<file path="src/rtl/wavetable_voice_mixer.sv">
// Polyphonic wavetable playback engine. Each accepted sample_tick starts a frame.
// A frame reads one table word per voice through a single read port with
// one cycle of latency. It sums the signed samples and saturates the total
// into sample_out.
module wavetable_voice_mixer #(
  parameter int NUM_VOICES = 4,
  parameter int ADDR_W     = 13,
  parameter int DATA_W     = 16,
  parameter int PHASE_W    = 24
) (
  input  logic                          clk_clk,
  input  logic                          reset_reset_n,
  input  logic                          sample_tick,
  input  logic [NUM_VOICES-1:0]         voice_en,
  input  logic [NUM_VOICES*PHASE_W-1:0] voice_inc,
  input  logic                          overrun_clr,
  output logic [ADDR_W-1:0]             mem_address,
  output logic                          mem_chipselect,
  output logic                          mem_clken,
  output logic                          mem_write,
  output logic [DATA_W/8-1:0]           mem_byteenable,
  input  logic [DATA_W-1:0]             mem_readdata,
  output logic [DATA_W-1:0]             sample_out,
  output logic                          sample_valid,
  output logic                          busy,
  output logic                          overrun
);

  localparam int VIDX_W = (NUM_VOICES > 1) ? $clog2(NUM_VOICES) : 1;
  localparam int ACC_W  = DATA_W + $clog2(NUM_VOICES) + 1;
  localparam logic [VIDX_W-1:0] LAST_V = VIDX_W'(NUM_VOICES - 1);
  localparam logic signed [ACC_W-1:0] SAT_MAX =
    {{(ACC_W-DATA_W+1){1'b0}}, {(DATA_W-1){1'b1}}};
  localparam logic signed [ACC_W-1:0] SAT_MIN =
    {{(ACC_W-DATA_W+1){1'b1}}, {(DATA_W-1){1'b0}}};

  typedef enum logic [1:0] {S_IDLE, S_READ, S_DRAIN} state_e;

  state_e                          state_q, state_d;
  logic [VIDX_W-1:0]               v_q, v_d;
  logic [NUM_VOICES-1:0]           en_q, en_d;
  logic [NUM_VOICES*PHASE_W-1:0]   inc_q, inc_d;
  logic [PHASE_W-1:0]              phase_q [NUM_VOICES];
  logic [PHASE_W-1:0]              phase_d [NUM_VOICES];
  logic signed [ACC_W-1:0]         acc_q, acc_d;
  logic                            rd_pend_q, rd_pend_d;
  logic [DATA_W-1:0]               sample_q, sample_d;
  logic                            valid_q, valid_d;
  logic                            overrun_q, overrun_d;

  logic                            cur_en;
  logic [PHASE_W-1:0]              cur_phase, cur_inc;
  logic signed [ACC_W-1:0]         rd_ext, sum;
  logic [DATA_W-1:0]               sat_val;

  assign mem_clken      = 1'b1;
  assign mem_write      = 1'b0;
  assign mem_byteenable = '1;
  assign sample_out     = sample_q;
  assign sample_valid   = valid_q;
  assign overrun        = overrun_q;
  assign busy           = (state_q != S_IDLE);

  // Next-state logic: frame sequencing, read issue, accumulate and saturate.
  always_comb begin
    // NOTE: every signal written here gets a default first so no path leaves
    // it unassigned; a missing default would infer a latch.
    state_d        = state_q;
    v_d            = v_q;
    en_d           = en_q;
    inc_d          = inc_q;
    phase_d        = phase_q;
    acc_d          = acc_q;
    rd_pend_d      = 1'b0;
    sample_d       = sample_q;
    valid_d        = 1'b0;
    overrun_d      = overrun_q;
    mem_address    = '0;
    mem_chipselect = 1'b0;

    cur_en    = en_q[v_q];
    cur_phase = phase_q[v_q];
    cur_inc   = inc_q[int'(v_q)*PHASE_W +: PHASE_W];

    // Data from the previous cycle's read is folded in one cycle after issue.
    rd_ext = {{(ACC_W-DATA_W){mem_readdata[DATA_W-1]}}, mem_readdata};
    if (rd_pend_q) sum = acc_q + rd_ext;
    else           sum = acc_q;

    if (sum > SAT_MAX)      sat_val = SAT_MAX[DATA_W-1:0];
    else if (sum < SAT_MIN) sat_val = SAT_MIN[DATA_W-1:0];
    else                    sat_val = sum[DATA_W-1:0];

    // Clear first so a coincident overrun event takes priority.
    if (overrun_clr) overrun_d = 1'b0;
    if (sample_tick && state_q != S_IDLE) overrun_d = 1'b1;

    case (state_q)
      S_IDLE: begin
        if (sample_tick) begin
          en_d    = voice_en;
          inc_d   = voice_inc;
          acc_d   = '0;
          v_d     = '0;
          state_d = S_READ;
        end
      end
      S_READ: begin
        acc_d = sum;
        if (cur_en) begin
          // Address comes from the pre-increment phase.
          mem_address    = cur_phase[PHASE_W-1 -: ADDR_W];
          mem_chipselect = 1'b1;
          rd_pend_d      = 1'b1;
          phase_d[v_q]   = cur_phase + cur_inc;
        end else begin
          // A disabled voice restarts from address 0 when re-enabled.
          phase_d[v_q] = '0;
        end
        if (v_q == LAST_V) state_d = S_DRAIN;
        else               v_d     = v_q + 1'b1;
      end
      S_DRAIN: begin
        acc_d    = sum;
        sample_d = sat_val;
        valid_d  = 1'b1;
        state_d  = S_IDLE;
      end
      default: state_d = S_IDLE;
    endcase
  end

  // State register with synchronous active-low reset.
  always_ff @(posedge clk_clk) begin
    if (!reset_reset_n) begin
      // NOTE: sequential state uses non-blocking assignments so every
      // register samples its next value from the same pre-edge snapshot.
      state_q   <= S_IDLE;
      v_q       <= '0;
      en_q      <= '0;
      inc_q     <= '0;
      acc_q     <= '0;
      rd_pend_q <= 1'b0;
      sample_q  <= '0;
      valid_q   <= 1'b0;
      overrun_q <= 1'b0;
      // NOTE: the phase array is a small set of flops, not a RAM, so it is
      // safe and required to clear it in reset.
      for (int i = 0; i < NUM_VOICES; i++) phase_q[i] <= '0;
    end else begin
      state_q   <= state_d;
      v_q       <= v_d;
      en_q      <= en_d;
      inc_q     <= inc_d;
      acc_q     <= acc_d;
      rd_pend_q <= rd_pend_d;
      sample_q  <= sample_d;
      valid_q   <= valid_d;
      overrun_q <= overrun_d;
      phase_q   <= phase_d;
    end
  end

endmodule

</file>
<file path="config.mk">
export PLATFORM = sky130hd
export DESIGN_NAME = wavetable_voice_mixer
export DESIGN_NICKNAME = d
export VERILOG_FILES = /design/src/rtl/wavetable_voice_mixer.sv
export SDC_FILE = /design/constraint.sdc
export NUM_CORES = 1
export LEC_CHECK = 0
export CORE_ASPECT_RATIO = 0.5
export CORE_MARGIN = 10
export CORE_UTILIZATION = 50
export CTS_CLUSTER_DIAMETER = 30
export CTS_CLUSTER_SIZE = 8
export DETAILED_ROUTE_END_ITERATION = 6
export PLACE_DENSITY = 0.72
export SLEW_MARGIN = 20
export SYNTH_ARGS = -nofsm -noshare
export SYNTH_HDL_FRONTEND = slang
export SYNTH_SLANG_ARGS = --single-unit
</file>
<file path="constraint.sdc">
create_clock -name clk_clk -period 4.5 [get_ports clk_clk]
set_input_delay 1.35 -clock clk_clk [delete_from_list [all_inputs] [get_ports clk_clk]]
set_output_delay 1.35 -clock clk_clk [all_outputs]
set_load 0.02 [all_outputs]
</file>
# Yosys cells after proc, flatten, opt, wreduce, memory -nomap -nowiden
# Cells that the tools add are included.
# totals
ff_bits	238
input_bits	120
output_inout_bits	37
word_cells	71
# op_classes
n_addsub	3
multipliers	1
order_cmp	5
n_eq_ne	6
shift	1
muxes	27
bitwise	3
n_reduce_logical	12
# ops
cell	count
bitwise AND 96 bit	1
bitwise mux 96 bit	1
2-to-1 mux 96 bit	1
NOT 96 bit	1
variable part select 96 x 8 -> 24 bit	1
2-to-1 mux 24 bit	3
binary-select mux 24 bit (select 2 bit)	1
demux 24 bit (select 2 bit)	1
2-to-1 mux 19 bit	2
one-hot mux 19 bit (2 select lines)	1
2-to-1 mux 16 bit	2
2-to-1 mux 13 bit	2
adder 24 bit	1
adder 19 x 16 -> 19 bit	1
> comparator 19 x 16 -> 1 bit (second input constant)	1
less-than comparator 19 x 16 -> 1 bit (second input constant)	1
2-to-1 mux 2 bit	4
one-hot mux 2 bit (2 select lines)	2
nonzero test 2 bit	4
2-to-1 mux 1 bit	6
!= test 2 bit (second input constant)	3
AND reduction 2 bit	3
equality test 2 bit (second input constant)	2
multiplier 2 x 2 -> 4 bit (second input constant)	1
other kinds (11)	12

# Logic depth before layout (Yosys ltp)
# Gate-level depths: netlist of the first run.
# logic_depth
word_depth	8
mapped_depth	14

# Worst setup path after synthesis of the first run
# Ideal clock, no wire load.
# synth_path
path_type	register to register
from	register v_q[0]
to	register phase_q[21] in the netlist's numbering
setup_ns	0.117
t_arrival_ns	3.951
t_required_ns	4.383
setup_slack_ns	0.432
path_stages_with_launch	15
path_buffers	4
synth_period_minus_slack_ns	4.068
cell_sequence	dfxtp_1 buf_2 buf_2 buf_1 mux4_2 ha_1 clkbuf_1 a21oi_1 o21ai_1 o21ai_0 a21oi_1 a2111oi_0 or3_1 xnor2_1 a22o_1
# synth_via
elab_chain_cells	8
# synth_lines
item	line	text
from (decl)	40	logic [VIDX_W-1:0] v_q, v_d;
from (signal assigned)	152	v_q <= v_d;
parallel branches: the longest is 7 deep, another holds adder 24 bit	--	
2-to-1 mux 96 bit (*)	110	if (cur_en) begin
to (signal assigned)	160	phase_q <= phase_d;
to (decl)	43	logic [PHASE_W-1:0] phase_q [NUM_VOICES];
# Every way passes the cells marked *. The select of a mux whose other input is x is not followed.
# A chain may end at the register's enable or synchronous reset.

# Final worst setup path of the first run
# layout_path
from	register v_q[0]
to	output mem_chipselect
# layout_via
elab_chain_cells	4
# layout_lines
item	line	text
binary-select mux 1 bit (select 2 bit)	81	cur_en = en_q[v_q];
2-to-1 mux 1 bit (not written as such)	81	
2-to-1 mux 1 bit	110	
2-to-1 mux 1 bit	98	case (state_q)
to (decl)	18	output logic mem_chipselect,
# No other way between the ends. The select of a mux whose other input is x is not followed.

==> results of run 1 <==
power groups by stage:
stage / registers, mW / logic (mW) / clock network (mW)
finish: 2.22 / 0.640 / 2.81
global route: 2.23 / 0.696 / 2.94
CTS: 2.22 / 0.637 / 2.84
detailed placement: 2.27 / 0.625 / 0
global placement: 2.26 / 0.613 / 0
floorplan: 2.24 / 0.387 / 0
worst max-delay path, delay by kind of cell (launching register included):
| kind | cells | cell delay (ps) |
|---|---|---|
| flops | 1 | 570 |
| simple gates | 1 | 230 |
| compound gates | 1 | 180 |
| mux | 1 | 370 |
| buf+inv | 4 | 1090 |
registers in the layout, summed over array words and instances (netlist names):
| register | count |
|---|---|
| rd_pend_q | 1 |
| overrun | 1 |
| phase_q | 96 |
| inc_q | 96 |
| acc_q | 19 |
| state_q | 2 |
| en_q | 4 |
| sample_valid | 1 |
| v_q | 2 |
| sample_out | 16 |
stage by stage:
stage | hold WS, ps | std cells | cell area (sq um)
after global placement | 433 | 1801 | 14100
final | 451 | 1859 | 15300
after global routing | 472 | 1859 | 15300
after detailed placement | 442 | 1801 | 14100
after CTS | 452 | 1859 | 15300
after floorplan | 420 | 1398 | 12300
layout make-up:
| class | count | area [sq um] | area share |
|---|---|---|---|
| Timing Repair Buffer | 188 | 1880 | 0.123 |
| Inverter | 27 | 104 | 0.00678 |
| Tap cell | 315 | 394 | 0.0257 |
| Sequential cell | 238 | 4770 | 0.311 |
| Multi-Input combinational cell | 1034 | 6960 | 0.454 |
| Clock inverter | 6 | 98.8 | 0.00645 |
| Clock buffer | 51 | 1110 | 0.0726 |
repair_timing:
item	CTS	global route
hold buffers	0	0
setup buffers	1	0
pin swaps	0	0
setup endpoints to repair	1	1
gates resized for setup	0	1
layer usage:
metal,vias up,GRT usage,wire length (microns)
met1,5334,0.285,15600
met4,0,0.0764,1030
li1,5297,-,-
met5,-,0,0
met3,76,0.0378,2260
met2,392,0.384,17500
worst max-delay path by stage:
stage | end | slack, ps | from
final | mem_chipselect | 170 | v_q[0]
after global routing | mem_chipselect | 40 | v_q[0]
after CTS | mem_chipselect | 80 | v_q[0]
after detailed placement | sample_out[14] | 20 | mem_readdata[0]
after global placement | sample_out[14] | 70 | mem_readdata[0]
after floorplan | phase_q[21] | 430 | v_q[0]
cell usage in the layout (no fill, tap or decap), drive strengths merged, types with 8 or more instances in the layout:
cell | synthesis | layout
mux4 | 48 | 48
nand2b | 10 | 10
a22oi | 47 | 47
inv | 26 | 27
dfxtp | 238 | 238
xor2 | 9 | 9
ha | 48 | 48
or2 | 8 | 8
o21ai | 49 | 49
clkbuf | 74 | 51
nand4 | 12 | 12
o211ai | 13 | 13
a21o | 12 | 12
and3 | 21 | 21
and2 | 8 | 8
a22o | 28 | 28
nor2 | 114 | 114
o21a | 8 | 8
a21oi | 159 | 159
xnor2 | 20 | 20
nor3 | 15 | 15
nand2 | 252 | 252
a32oi | 9 | 9
nand3 | 21 | 21
or3 | 8 | 8
o22ai | 15 | 15
a2bb2oi | 12 | 12
clkdlybuf4s50 | 0 | 152
buf | 25 | 36
kinds of logic after synthesis:
group | after synthesis | synth area share
other | 2 | 0.000613
adders and majority gates | 50 | 0.0523
and+or+nand+nor | 489 | 0.175
DFF | 238 | 0.389
buffers and inverters | 126 | 0.0436
AOI/OAI and AO/OA | 402 | 0.220
muxes | 60 | 0.0986
xor gates and xnor gates | 29 | 0.0207
==> flow_metrics.env, run 1 <==
export IMPL_crit_arrival_ps=2980
export IMPL_start_kind="register"
export IMPL_switching_power_mw=1.40
export IMPL_preCtsSetupSlack_ps=24.6
export IMPL_synth_cell_types=75
export IMPL_first_pass_iters=5
export IMPL_syn_to_final_growth_pct=25.1
export IMPL_syn_inst=1396
export IMPL_hp_start="inc_q[78]"
export IMPL_first_iter_violations=956
export IMPL_critPathMaxFanout=37
export IMPL_fin_skew_ps=29.7
export IMPL_yosysWarnings=0
export IMPL_root_buffer="clkbuf_16"
export IMPL_cap_violations=0
export IMPL_cp_slowest_cell="dfxtp_4"
export IMPL_path_cells="buf_12, mux2_2, o21a_1, buf_6, nand2_1, inv_1, clkdlybuf4s50_1"
export IMPL_max_slew_margin_rel=0.315
export IMPL_dp_final_hpwl_microns=25100
export IMPL_syn_area_per_cell_sq_um=8.77
export IMPL_die_w_microns=241
export IMPL_rsz0062_at_grt="false"
export IMPL_hold_depth=2
export IMPL_wirelength_microns=36400
export IMPL_grt_first_pass_wirelength_microns=57400
export IMPL_ir_drop_v=0.000242
export IMPL_grt_remaining_overflow=0
export IMPL_r2r_slack_ps=510
export IMPL_drc=0
export IMPL_worstMarginPinSlew_ps=1030
export IMPL_endpoint_kind="output pin"
export IMPL_synth_most_common_cell="nand2_1"
export IMPL_grt_max_degree=186
export IMPL_syn_area_sq_um=12200
export IMPL_synthArstFlopShare=0
export IMPL_rows=40
export IMPL_nets=1698
export IMPL_status="finished, final reports clean"
export IMPL_fillerInstances=1989
export IMPL_vias=11099
export IMPL_crit_required_ps=3150
export IMPL_slowest_delay_ps=570
export IMPL_die_h_microns=131
export IMPL_synthTopCellsByArea="dfxtp_1 39%, mux4_2 8.8%, nand2_1 7.7%, a21oi_1 6.5%, ha_1 4.9%"
export IMPL_ys_ff_latch=238
export IMPL_drtAntennaViolNets=0
export IMPL_intPower_mw=4.28
export IMPL_clkPwrFrac=0.496
export IMPL_worst_slack_ps=166
export IMPL_swShare=0.246
export IMPL_ios=157
export IMPL_fin_crit_ps=4330
export IMPL_antenna_found_initial=0
export IMPL_power_density_nw_per_um2=371
export IMPL_cts_tree="built"
export IMPL_drive_gt1_frac=0.117
export IMPL_yosysSeqAreaShare=0.389
export IMPL_synth_common_cells="252 x nand2_1, 238 x dfxtp_1, 158 x a21oi_1"
export IMPL_total_leakage_power_nw=5.78
export IMPL_min_path_type="register to register"
export IMPL_power_total_mw=5.68
export IMPL_die_area_sq_um=31500
export IMPL_start_util=0.510
export IMPL_synth_largest_area_cell="dfxtp_1"
export IMPL_wl_per_cell_microns=19.6
export IMPL_cts_clk_slew_worst_paths_ps=50
export IMPL_regToRegStartpoint="v_q[0]"
export IMPL_core_sq_um=24000
export IMPL_diodes=0
export IMPL_cts_htree_levels=2
export IMPL_yosysTopAreaCellShare=0.389
export IMPL_cts_sink_count=238
export IMPL_clockBufferDepth=3
export IMPL_maxSlewViolCount=0
export IMPL_pwr_share_seq=0.391
export IMPL_critical_path_class="register to output pin"
export IMPL_hold_path_end="inc_q[78]"
export IMPL_first_global_vias=10962
export IMPL_port_buffers=152
export IMPL_fin_util=0.638
export IMPL_viasPerCell=5.97
export IMPL_setup_viol=0
export IMPL_fmax_mhz=231
export IMPL_place_gp_congestion=0.910
export IMPL_fin_crit_sh=0.963
export IMPL_hold_viol=0
export IMPL_clock_latency_ps=520
export IMPL_reg2reg_depth=11
export IMPL_final_setup_tns_ps=0
export IMPL_track_usage=0.225
export IMPL_reg2reg_to="phase_q[45]"
export IMPL_synth_edff_count=0
export IMPL_power_frac_comb=0.113
export IMPL_synth_ff_type="dfxtp_1"
export IMPL_cts_buffers=39
Note: power is estimated with default switching activity, not from simulation.
==> run 2: changes to the inputs <==
--- a/config.mk
+++ b/config.mk
@@ -5,13 +5,15 @@
 export SDC_FILE = /design/constraint.sdc
 export NUM_CORES = 1
 export LEC_CHECK = 0
+export CAP_MARGIN = 20
 export CORE_ASPECT_RATIO = 0.5
 export CORE_MARGIN = 10
-export CORE_UTILIZATION = 50
+export CORE_UTILIZATION = 56
 export CTS_CLUSTER_DIAMETER = 30
 export CTS_CLUSTER_SIZE = 8
 export DETAILED_ROUTE_END_ITERATION = 6
-export PLACE_DENSITY = 0.72
+export PLACE_DENSITY = 0.8
+export REMOVE_ABC_BUFFERS = 1
 export SLEW_MARGIN = 20
 export SYNTH_ARGS = -nofsm -noshare
 export SYNTH_HDL_FRONTEND = slang
==> run 2 against run 1 <==
- maximum frequency up 6.6%
- critical path depth up 5
- sequential power about the same
- power down 0.30%
- sequential share of layout area up 0.11 points
- count of clock-buffer cells in the layout down 2
- hold slack worse by 0.67 ps
- clock skew down 5.3 ps
- die area down 9.5%
- via count up 1.3%
- critical endpoint is now sample_out[14]
- largest cell class unchanged
- highest routed layer unchanged
==> flow_metrics.env, run 2 (synthesized netlist as in run 1, its figures left out) <==
export IMPL_status="finished, final reports clean"
export IMPL_die_h_microns=125
export IMPL_placedCellCount=1787
export IMPL_hold_buffers=0
export IMPL_port_buffers=152
export IMPL_root_buffer="clkbuf_16"
export IMPL_vias=11240
export IMPL_final_cell_mix="251 x nand2_1, 236 x dfxtp_1, 158 x a21oi_1"
export IMPL_power_density_nw_per_um2=371
export IMPL_cts_clk_slew_worst_paths_ps=50
export IMPL_min_path_type="register to register"
export IMPL_reg2reg_depth=11
export IMPL_drive_gt1_frac=0.118
export IMPL_pwr_share_seq=0.392
export IMPL_r2r_slack_ps=500
export IMPL_ios=157
export IMPL_rsz0062_at_grt="false"
export IMPL_post_cts_resized=0
export IMPL_syn_to_final_growth_pct=24.6
export IMPL_critPathMaxFanout=15
export IMPL_die_area_sq_um=28500
export IMPL_rows=38
export IMPL_cts_sink_count=238
export IMPL_ir_drop_v=0.000237
export IMPL_nets=1699
export IMPL_switching_power_mw=1.40
export IMPL_critical_path_class="input port to register"
export IMPL_fin_crit_sh=0.904
export IMPL_track_usage=0.242
export IMPL_core_sq_um=21600
export IMPL_swShare=0.247
export IMPL_first_iter_violations=1177
export IMPL_layout_commonest_cell="nand2_1"
export IMPL_cts_htree_levels=2
export IMPL_fin_hold_ws_ps=451
export IMPL_final_cells=1845
export IMPL_maxSlewViolCount=0
export IMPL_crit_required_ps=4870
export IMPL_first_global_vias=11221
export IMPL_top_regs="inc_q x96, phase_q x96, acc_q x19"
export IMPL_power_frac_comb=0.111
export IMPL_drc=0
export IMPL_dp_final_hpwl_microns=25000
export IMPL_grt_remaining_overflow=0
export IMPL_reg2reg_to="phase_q[95]"
export IMPL_max_slew_margin_rel=0.301
export IMPL_grt_max_degree=101
export IMPL_setup_viol=0
export IMPL_drtAntennaViolNets=0
export IMPL_viasPerCell=6.09
export IMPL_clock_latency_ps=510
export IMPL_place_gp_congestion=0.920
export IMPL_hold_viol=0
export IMPL_clkPwrFrac=0.497
export IMPL_total_leakage_power_nw=5.76
export IMPL_fmax_mhz=246
export IMPL_antenna_found_initial=0
export IMPL_start_kind="input port"
export IMPL_endpoint_kind="register"
export IMPL_intPower_mw=4.26
export IMPL_die_w_microns=229
export IMPL_fin_crit_ps=4070
export IMPL_post_cts_buffers=0
export IMPL_grt_first_pass_wirelength_microns=58300
export IMPL_wirelength_microns=35900
export IMPL_clockBufferDepth=3
export IMPL_diodes=0
export IMPL_hp_start="phase_q[42]"
export IMPL_crit_arrival_ps=4440
export IMPL_fin_skew_ps=24.3
export IMPL_regToRegStartpoint="v_q[0]"
export IMPL_first_pass_iters=5
export IMPL_start_util=0.567
export IMPL_worstMarginPinSlew_ps=1050
export IMPL_cts_buffers=40
export IMPL_hold_depth=2
export IMPL_cap_violations=0
export IMPL_hold_path_end="phase_q[42]"
export IMPL_cts_tree="built"
export IMPL_wl_per_cell_microns=19.5
export IMPL_fillerInstances=1671
## run 2: worst max-delay path by stage
| stage | start | to | slack (ps) | depth (start not counted) |
|---|---|---|---|---|
| after global placement | mem_readdata[0] | sample_out[14] | 100 | 12 |
| after detailed placement | mem_readdata[0] | sample_out[14] | -20 | 12 |
| after CTS | v_q[0] | mem_chipselect | 160 | 6 |
| final | mem_readdata[0] | sample_out[14] | 430 | 12 |
| after floorplan | v_q[0] | phase_q[94] | -640 | 11 |
| after global routing | v_q[0] | phase_q[95] | 210 | 11 |
## run 2: layout make-up
class / instances / area (sq um) / area share
clock inverter: 9 / 115 / 0.00754
sequential: 238 / 4770 / 0.312
multi-input combinational: 1034 / 6970 / 0.457
tap: 300 / 375 / 0.0246
timing repair buffer: 188 / 1830 / 0.120
clock buffer: 49 / 1100 / 0.0719
inverter: 27 / 104 / 0.00680
## run 2: power by group through the flow
stage / registers (mW) / logic [mW] / clock network (mW)
after detailed placement: 2.26 / 0.616 / 0
after global placement: 2.26 / 0.600 / 0
after CTS: 2.22 / 0.621 / 2.82
final: 2.22 / 0.629 / 2.81
after floorplan: 2.26 / 0.352 / 0
after global routing: 2.23 / 0.685 / 2.93
## run 2: per-layer routing
layer,vias up,track usage,share of wire
met5,-,0,0
met4,0,0.0732,0.021
met3,69,0.0425,0.067
met2,439,0.415,0.49
met1,5422,0.307,0.42
li1,5310,-,-
## run 2: worst max-delay path, cell delays in order
cell and delay [ps]:
clkdlybuf4s50_1 460, ha_1 170, inv_1 70, fa_1 400
nor2b_1 230, o2111ai_1 150, and4_1 200, o21a_1 210
nor4_2 370, o21ai_1 260, o2bb2a_4 420, o22ai_1 130
## run 2: through the flow
stage	TNS (ps)	setup slack, ps	power, mW	cell area, sq um	util
after floorplan	-35650	-643	2.61	11800	-
after global placement	0	99.4	2.86	14000	0.651
after detailed placement	-30.0	-18.2	2.88	14000	0.651
after CTS	0	165	5.67	15300	0.707
after global routing	0	213	5.84	15300	0.707
final	0	433	5.66	15300	0.707
